==> src/rtl/audio_pkg.sv <==
`default_nettype none
// ============================================================================
// Module   : audio_pkg
// Purpose  : Shared defaults and the framer state encoding used by the
//            audio_framer slice (audio_framer, preemph_filter).
// Contents : SAMPLE_W_DEF, FRAME_LEN_DEF, HOP_DEF, framer_state_t
// Revision : 1.0  initial release
// ============================================================================
package audio_pkg;

  localparam int SAMPLE_W_DEF  = 16;
  localparam int FRAME_LEN_DEF = 16;
  localparam int HOP_DEF       = 8;

  // PRIME : collecting the first FRAME_LEN samples after reset
  // STEADY: collecting HOP new samples for the next overlapping frame
  // STALL : frame complete but the output register is still occupied
  typedef enum logic [1:0] {
    ST_PRIME  = 2'd0,
    ST_STEADY = 2'd1,
    ST_STALL  = 2'd2
  } framer_state_t;

endpackage
`default_nettype wire

==> src/rtl/preemph_filter.sv <==
`default_nettype none
// ============================================================================
// Module   : preemph_filter
// Purpose  : First-order pre-emphasis y = sat(x - (x_prev - (x_prev >>> 5))),
//            i.e. y = x - 0.96875*x_prev. Combinational datapath plus the
//            raw previous-sample register. Only instantiated by audio_framer
//            when FRAMER_PREEMPH_EN is defined.
// Ports    : clk, rst_n   - clock, asynchronous active-low reset
//            x            - raw signed input sample
//            accept       - x is being accepted this cycle (updates x_prev)
//            y            - filtered, saturated sample
// Revision : 1.0  initial release
// ============================================================================
module preemph_filter #(
  parameter int SAMPLE_W = 16
) (
  input  logic                       clk,
  input  logic                       rst_n,
  input  logic signed [SAMPLE_W-1:0] x,
  input  logic                       accept,
  output logic signed [SAMPLE_W-1:0] y
);

  // Two guard bits: x - 0.97*x_prev spans roughly twice the sample range.
  localparam int IW = SAMPLE_W + 2;
  localparam logic signed [IW-1:0] SAT_MAX = {3'b000, {(SAMPLE_W-1){1'b1}}};
  localparam logic signed [IW-1:0] SAT_MIN = {3'b111, {(SAMPLE_W-1){1'b0}}};

  logic signed [SAMPLE_W-1:0] x_prev;
  logic signed [IW-1:0]       x_ext;
  logic signed [IW-1:0]       p_ext;
  logic signed [IW-1:0]       diff;

  always_ff @(posedge clk or negedge rst_n) begin
    if (!rst_n) begin
      x_prev <= '0;
    end else if (accept) begin
      x_prev <= x;
    end
  end

  assign x_ext = {{2{x[SAMPLE_W-1]}}, x};
  assign p_ext = {{2{x_prev[SAMPLE_W-1]}}, x_prev};
  assign diff  = x_ext - (p_ext - (p_ext >>> 5));

  always_comb begin
    y = diff[SAMPLE_W-1:0];
    if (diff > SAT_MAX) begin
      y = SAT_MAX[SAMPLE_W-1:0];
    end else if (diff < SAT_MIN) begin
      y = SAT_MIN[SAMPLE_W-1:0];
    end
  end

endmodule
`default_nettype wire

==> src/rtl/audio_framer.sv <==
`default_nettype none
// ============================================================================
// Module   : audio_framer
// Purpose  : Collects a stream of signed audio samples into overlapping
//            frames of FRAME_LEN samples, advancing HOP samples per frame,
//            and presents each frame on a valid/ready output register.
// Ports    : clk, rst_n            - clock, asynchronous active-low reset
//            sample_in/valid/ready - input sample handshake
//            frame_data            - lane k = [k*SAMPLE_W +: SAMPLE_W], k=0 oldest
//            frame_valid/ready     - output frame handshake
//            overrun               - sticky: sample offered while not ready
// Config   : FRAMER_PREEMPH_EN - when defined, samples pass through
//            preemph_filter before being stored.
// Revision : 1.0  initial release
// ============================================================================
module audio_framer
  import audio_pkg::*;
#(
  parameter int SAMPLE_W  = SAMPLE_W_DEF,
  parameter int FRAME_LEN = FRAME_LEN_DEF,  // must be >= 2
  parameter int HOP       = HOP_DEF         // 1 <= HOP <= FRAME_LEN
) (
  input  logic                          clk,
  input  logic                          rst_n,
  input  logic [SAMPLE_W-1:0]           sample_in,
  input  logic                          sample_valid,
  output logic                          sample_ready,
  output logic [FRAME_LEN*SAMPLE_W-1:0] frame_data,
  output logic                          frame_valid,
  input  logic                          frame_ready,
  output logic                          overrun
);

  localparam int FW    = FRAME_LEN * SAMPLE_W;
  localparam int CNT_W = $clog2(FRAME_LEN + 1);
  localparam logic [CNT_W-1:0] LAST_PRIME  = CNT_W'(FRAME_LEN - 1);
  localparam logic [CNT_W-1:0] LAST_STEADY = CNT_W'(HOP - 1);

  framer_state_t      state;
  framer_state_t      next_state;
  logic [CNT_W-1:0]   cnt;
  logic [FW-1:0]      hist;
  logic [FW-1:0]      hist_next;
  logic [FW-1:0]      load_data;
  logic [SAMPLE_W-1:0] stored;
  logic               ready_en;
  logic               accept;
  logic               last;
  logic               load;
  logic               load_from_hist;
  logic               cnt_clr;

  // ready_en keeps sample_ready low while in reset and raises it on the
  // first clock edge after release.
  assign sample_ready = ready_en && (state != ST_STALL);
  assign accept       = sample_valid && sample_ready;

`ifdef FRAMER_PREEMPH_EN
  preemph_filter #(
    .SAMPLE_W (SAMPLE_W)
  ) u_preemph (
    .clk    (clk),
    .rst_n  (rst_n),
    .x      (sample_in),
    .accept (accept),
    .y      (stored)
  );
`else
  assign stored = sample_in;
`endif

  // Newest sample enters the top lane; lane 0 (oldest) drops out.
  assign hist_next = {stored, hist[FW-1:SAMPLE_W]};

  assign last = accept &&
                (cnt == ((state == ST_PRIME) ? LAST_PRIME : LAST_STEADY));

  // In STALL the history is already complete, so it is loaded directly;
  // otherwise the load must include the sample accepted on this same edge.
  assign load_data = load_from_hist ? hist : hist_next;

  always_comb begin
    next_state     = state;
    load           = 1'b0;
    load_from_hist = 1'b0;
    cnt_clr        = 1'b0;
    case (state)
      ST_PRIME, ST_STEADY: begin
        if (last) begin
          cnt_clr = 1'b1;
          if (!frame_valid || frame_ready) begin
            load       = 1'b1;
            next_state = ST_STEADY;
          end else begin
            next_state = ST_STALL;
          end
        end
      end
      ST_STALL: begin
        if (frame_ready) begin
          load           = 1'b1;
          load_from_hist = 1'b1;
          next_state     = ST_STEADY;
        end
      end
      default: next_state = ST_PRIME;
    endcase
  end

  always_ff @(posedge clk or negedge rst_n) begin
    if (!rst_n) begin
      state       <= ST_PRIME;
      cnt         <= '0;
      hist        <= '0;
      frame_data  <= '0;
      frame_valid <= 1'b0;
      overrun     <= 1'b0;
      ready_en    <= 1'b0;
    end else begin
      state    <= next_state;
      ready_en <= 1'b1;
      if (accept) begin
        hist <= hist_next;
      end
      if (cnt_clr) begin
        cnt <= '0;
      end else if (accept) begin
        cnt <= cnt + 1'b1;
      end
      // A load in the same cycle as a consume keeps frame_valid high.
      if (load) begin
        frame_data  <= load_data;
        frame_valid <= 1'b1;
      end else if (frame_valid && frame_ready) begin
        frame_valid <= 1'b0;
      end
      if (sample_valid && !sample_ready) begin
        overrun <= 1'b1;
      end
    end
  end

endmodule
`default_nettype wire

==> config.mk <==
export PLATFORM = sky130hd
export DESIGN_NAME = audio_framer
export DESIGN_NICKNAME = d
export VERILOG_FILES = /design/src/rtl/audio_pkg.sv /design/src/rtl/preemph_filter.sv /design/src/rtl/audio_framer.sv
export SDC_FILE = /design/constraint.sdc
export NUM_CORES = 1
export LEC_CHECK = 0
export CAP_MARGIN = 20
export CORE_MARGIN = 2
export CORE_UTILIZATION = 50
export CTS_CLUSTER_SIZE = 25
export DETAILED_ROUTE_END_ITERATION = 10
export GPL_ROUTABILITY_DRIVEN = 0
export PLACE_DENSITY = 0.76
export REMOVE_ABC_BUFFERS = 1
export SLEW_MARGIN = 5
export SYNTH_ARGS = -nofsm -noshare
export SYNTH_HDL_FRONTEND = slang
export SYNTH_SLANG_ARGS = --single-unit
==> constraint.sdc <==
create_clock -name clk -period 1.6 [get_ports clk]
set_input_delay 0.16 -clock clk [delete_from_list [all_inputs] [get_ports clk]]
set_output_delay 0.16 -clock clk [all_outputs]
set_load 0.05 [all_outputs]
Word level (Yosys, flattened, before mapping)
Cells that the tools add are included.
{"block": "word_totals", "word_cells": 44, "register_bits": 522}
{"block": "op_classes", "reduce_logical": 13, "add_sub_neg": 1, "muxes": 17, "eq_ne": 6}
{"op": "256-bit two-way mux", "count": 1}
{"op": "5-bit two-way mux", "count": 2}
{"op": "1-bit two-way mux", "count": 8}
{"op": "2-bit two-way mux", "count": 3}
{"op": "2-bit inequality test, second input constant", "count": 3}
{"op": "5-bit by 1-bit adder with 5-bit output, second input constant", "count": 1}
{"op": "5-bit by 4-bit == test with 1-bit output", "count": 1}
{"op": "1-bit logical AND", "count": 5}
{"op": "4-bit two-way mux", "count": 1}
{"op": "2-bit one-hot mux with 2 select lines", "count": 1}
{"op": "2-bit nonzero test", "count": 2}
{"op": "2-bit by 1-bit == test with 1-bit output, second input constant", "count": 1}
{"op": "2-bit == test, second input constant", "count": 1}
{"op": "1-bit zero test", "count": 2}
{"op": "2-bit zero test", "count": 1}
{"op": "1-bit one-hot mux with 2 select lines", "count": 1}
{"op": "2-bit AND reduction", "count": 1}
{"op": "2-bit OR reduction", "count": 1}
{"op": "1-bit logical OR", "count": 1}

Depth between registers and ports, before layout
{"block": "logic_depth", "word_depth": 7, "ltp_mapped": 8}

Worst setup path after synthesis
OpenSTA, ideal clock, no wires.
{"block": "synth_path", "path_type": "register to register", "startpoint": "register cnt[0]", "endpoint": "register frame_data[0]", "t_arrival_ns": 1.572, "setup_ns": 0.124, "setup_slack_ns": -0.096, "path_buffers": 3, "period_less_slack_ns": 1.696, "path_stages_with_launch": 9, "path_cell_list": "dfrtp_1 ha_1 and2_0 and4_4 buf_6 buf_6 buf_6 a22oi_1 nand2_1"}
{"block": "synth_via", "elab_chain_len": 4}
{"item": "start: declaration", "line": "audio_framer.sv:41", "text": "logic [CNT_W-1:0] cnt;"}
{"item": "start signal: assignment", "line": "audio_framer.sv:128", "text": "cnt <= cnt + 1'b1;"}
{"item": "5-bit by 4-bit == test with 1-bit output", "line": "audio_framer.sv:76", "text": "(cnt == ((state == ST_PRIME) ? LAST_PRIME : LAST_STEADY));"}
{"item": "1-bit logical AND", "line": "audio_framer.sv:75", "text": "assign last = accept &&"}
{"item": "1-bit two-way mux", "line": "audio_framer.sv:89", "text": "if (last) begin"}
{"item": "1-bit one-hot mux with 2 select lines", "line": "audio_framer.sv:87", "text": "case (state)"}
{"item": "end signal: assignment", "line": "audio_framer.sv:132", "text": "frame_data <= load_data;"}
{"item": "end: declaration", "line": "audio_framer.sv:28", "text": "output logic [FRAME_LEN*SAMPLE_W-1:0] frame_data,"}
Every way passes these cells.
A chain may end at the register's enable or synchronous reset.

Final worst setup path
{"block": "layout_path", "startpoint": "register cnt[3]", "endpoint": "register frame_data[36]"}
The elaborated chain is that of the path after synthesis.

==> out/metrics.csv <==
stage,metric,value,unit
cts,clockBufferDepth,3,
yosys,synth-seq-area-share,61.15,%
yosys,synth_cell_types,34,
grt,grt_first_pass_wirelength,93.97,mm
sta,final.setup.worst_slack,-0.1609,ns
yosys,synth_edf_count,0,
cts,root_buffer,clkbuf_16,
pwr,internal-power,25910,µW
grt,grt_pass1_vias,17420,
sta,setup_viol,375,
pwr,seqPwrFrac,45.0,%
sta,fmax,0.5679,GHz
grt,overflow,0,
route,viasPerCell,5.687,
cts,cts_buffers,54,
die,rows,75,
pwr,switching_share,34.96,%
grt,grtUsageTotal,26.17,%
layout,final_cell_count_no_fill,3202,
sta,maxSlewHeadroom,65.80,%
route,drc_errors,0,
setup_path,crit_type,flop to flop,
route,drtAntennaViolNets,0,
sta,slew_viol_final,0,
sta,tightestPinTransition,0.5064,ns
sta,tns,-25.63,ns
yosys,synth.area.top_cells,"dfrtp_1 61%, nand2_1 18%, a22oi_1 9.0%",
pwr,p_total,39830,µW
hold_path,min_path_type,primary input to async pin,
pwr,peakVddDrop,1193,µV
layout,area_growth,34.15,%
die,fp.coreArea,42040,µm²
pwr,switchingPower,13920,µW
placement,hpwlAfterDp,35.47,mm
yosys,synthFlopType,dfrtp_1,
route,dr.pass1.iters,5,
yosys,ys_seq_elements,522,
die,die_width,210.7,µm
route,num_vias,18210,
layout,num_antenna_cells,0,
cts,clock_latency,0.61,ns
layout,fin_nets,2641,
die,dieArea,44390,µm²
cts,cts_sinks,522,
grt,antenna_found_initial,0,
grt,grt_max_degree,72,
pwr,power_frac_comb,23.5,%
pwr,p_leak,0.01534,µW
sta,period_needed,1.761,ns
yosys,synth_common_cells,"1034 x nand2_1, 522 x dfrtp_1, 261 x nand3_1",
yosys,yosys_warnings,0,
cts,cts.clk_slew.worst_paths,0.06,ns
cts,cts_tree,built,
route,wl_per_cell,19.74,µm
setup_path,cp_data_arrival_time,2.24,ns
sta,period_share,110.1,%
sta,hold_viol_final,0,
die,die_height,210.7,µm
placement,post-place-ws,-0.3766,ns
placement,placed_cells,3057,
setup_path,cp-start-kind,flop,
cts,cts_max_level,2,
yosys,synth-async-reset-ratio,100.0,%
outcome,violations,negative setup slack,
die,pin_count,279,
sta,rsz0062_at_grt,yes,
sta,skew,0.01674,ns
route,drt_iter0_markers,1751,
yosys,netlist_area,21360,µm²
yosys,syn_avg_cell_area,9.373,µm²
outcome,outcome,"complete, but fails checks",
flow_run,drv_cap,0,
setup_path,cp_max_fo,14,
yosys,yosysMostFrequentCell,nand2_1,
yosys,yosysTopAreaCellShare,61.15,%
yosys,synth_area_leader_cell,dfrtp_1,
die,floorplan.initialDensity,50.81,%
route,wl,63.20,mm
pwr,p_clk_share,31.5,%
yosys,synthCells,2279,
layout,drive_above_1_share,26.62,%
layout,num-fill-cells,3038,
placement,portBuffers,278,
pwr,power.density,1390,nW/µm²
setup_path,worstPathRequired,2.08,ns
setup_path,cp-end-kind,flop,
-- cells in the final DEF (no fill, tap or decap), types with 2 or more instances in the layout --
cell type	n
buf_4	329
and2_4	2
buf_16	11
nand3_4	5
clkinv_4	2
nand3_1	210
a22oi_1	141
or3_1	3
and4_4	2
buf_6	13
dfrtp_1	520
dfrtp_2	2
nor3_1	2
clkbuf_8	15
buf_8	10
nand2_2	7
clkdlybuf4s50_1	18
nand3_2	46
nand2_1	1025
a22oi_2	115
o21ai_0	5
buf_12	55
clkinv_2	8
clkbuf_1	15
clkbuf_16	75
nand2_4	2
-- through the flow --
stage | hold slack [ns] | utilization [%] | area, µm²
after global placement | 0.1294 | 59.38 | 24960
after global routing | 0.08959 | 68.17 | 28660
after CTS | 0.07823 | 65.79 | 27660
after floorplan | -0.1356 | - | 20410
final | 0.07945 | 68.17 | 28660
after detailed placement | 0.1268 | 59.38 | 24960
-- power by group through the flow --
stage                     clock network, µW  logic [µW]  registers (µW)
final                                 12500        9380           17900
after global routing                  13300       10000           18200
after CTS                             12700        9180           17800
after detailed placement                  0        8820           17800
after global placement                    0        8620           17700
after floorplan                           0        2230           20800
-- worst max-delay path: stages (launching register included) --
cell and delay, ns:
dfrtp_2 0.45, xor2_4 0.20, buf_4 0.15, and4_4 0.23, buf_12 0.14, buf_16 0.15
a22oi_1 0.24, nand2_1 0.08
-- worst paths after layout --
check / depth (start not counted) / end / from / slack [ns]
max: 7 / frame_data[36]$_DFFE_PN0P_ / cnt[3]$_DFFE_PN0P_ / -0.16
max in group asynchronous: 3 / frame_data[78]$_DFFE_PN0P_ / rst_n / 0.73
min: 2 / frame_data[193]$_DFFE_PN0P_ / rst_n / 0.08
min in group clk: 3 / hist[249]$_DFFE_PN0P_ / sample_in[9] / 0.12
max reg2reg: 7 / frame_data[36]$_DFFE_PN0P_ / cnt[3]$_DFFE_PN0P_ / -0.16
min reg2reg: 2 / hist[9]$_DFFE_PN0P_ / hist[9]$_DFFE_PN0P_ / 0.49
-- repair_timing --
item	4_1_cts	5_1_grt
cloned	8	26
pin swaps	29	18
gates resized for setup	135	93
setup buffers	9	2
endpoints found under the setup margin	451	514
endpoints found under the hold margin	522	0
hold buffers	1	0
-- registers in the layout, summed over array words and instances (netlist names) --
| name | cells |
|---|---|
| hist | 256 |
| frame_valid | 1 |
| overrun | 1 |
| frame_data | 256 |
| state | 2 |
| ready_en | 1 |
| cnt | 5 |
-- layer usage --
metal	track usage [%]	up-vias	routed length, µm
met5	0	-	0
met4	8.329	0	1912
met3	4.624	134	3858
met2	42.87	725	31540
met1	35.78	9053	25900
li1	-	8297	-
-- cell type report --
| cell class | instances | area, µm² | area share, % |
|---|---|---|---|
| Timing Repair Buffer | 456 | 4843 | 16.90 |
| Clock inverter | 12 | 95.09 | 0.3318 |
| Sequential cell | 522 | 13070 | 45.59 |
| Multi-Input combinational cell | 1584 | 8283 | 28.90 |
| Inverter | 2 | 7.507 | 0.02620 |
| Clock buffer | 87 | 1689 | 5.894 |
| Tap cell | 539 | 674.4 | 2.353 |
-- cell families after synthesis --
group                      count (synthesis)  share of synthesized area (%)
AOI/OAI and AO/OA                        268                          9.354
xor gates and xnor gates                   2                         0.1172
adders and majority gates                  1                        0.05856
buffers and inverters                    174                          4.504
DFF                                      522                          61.15
other                                      1                        0.01755
and+or+nand+nor                         1311                          24.80
No activity file was read; power rests on OpenSTA's default activity.
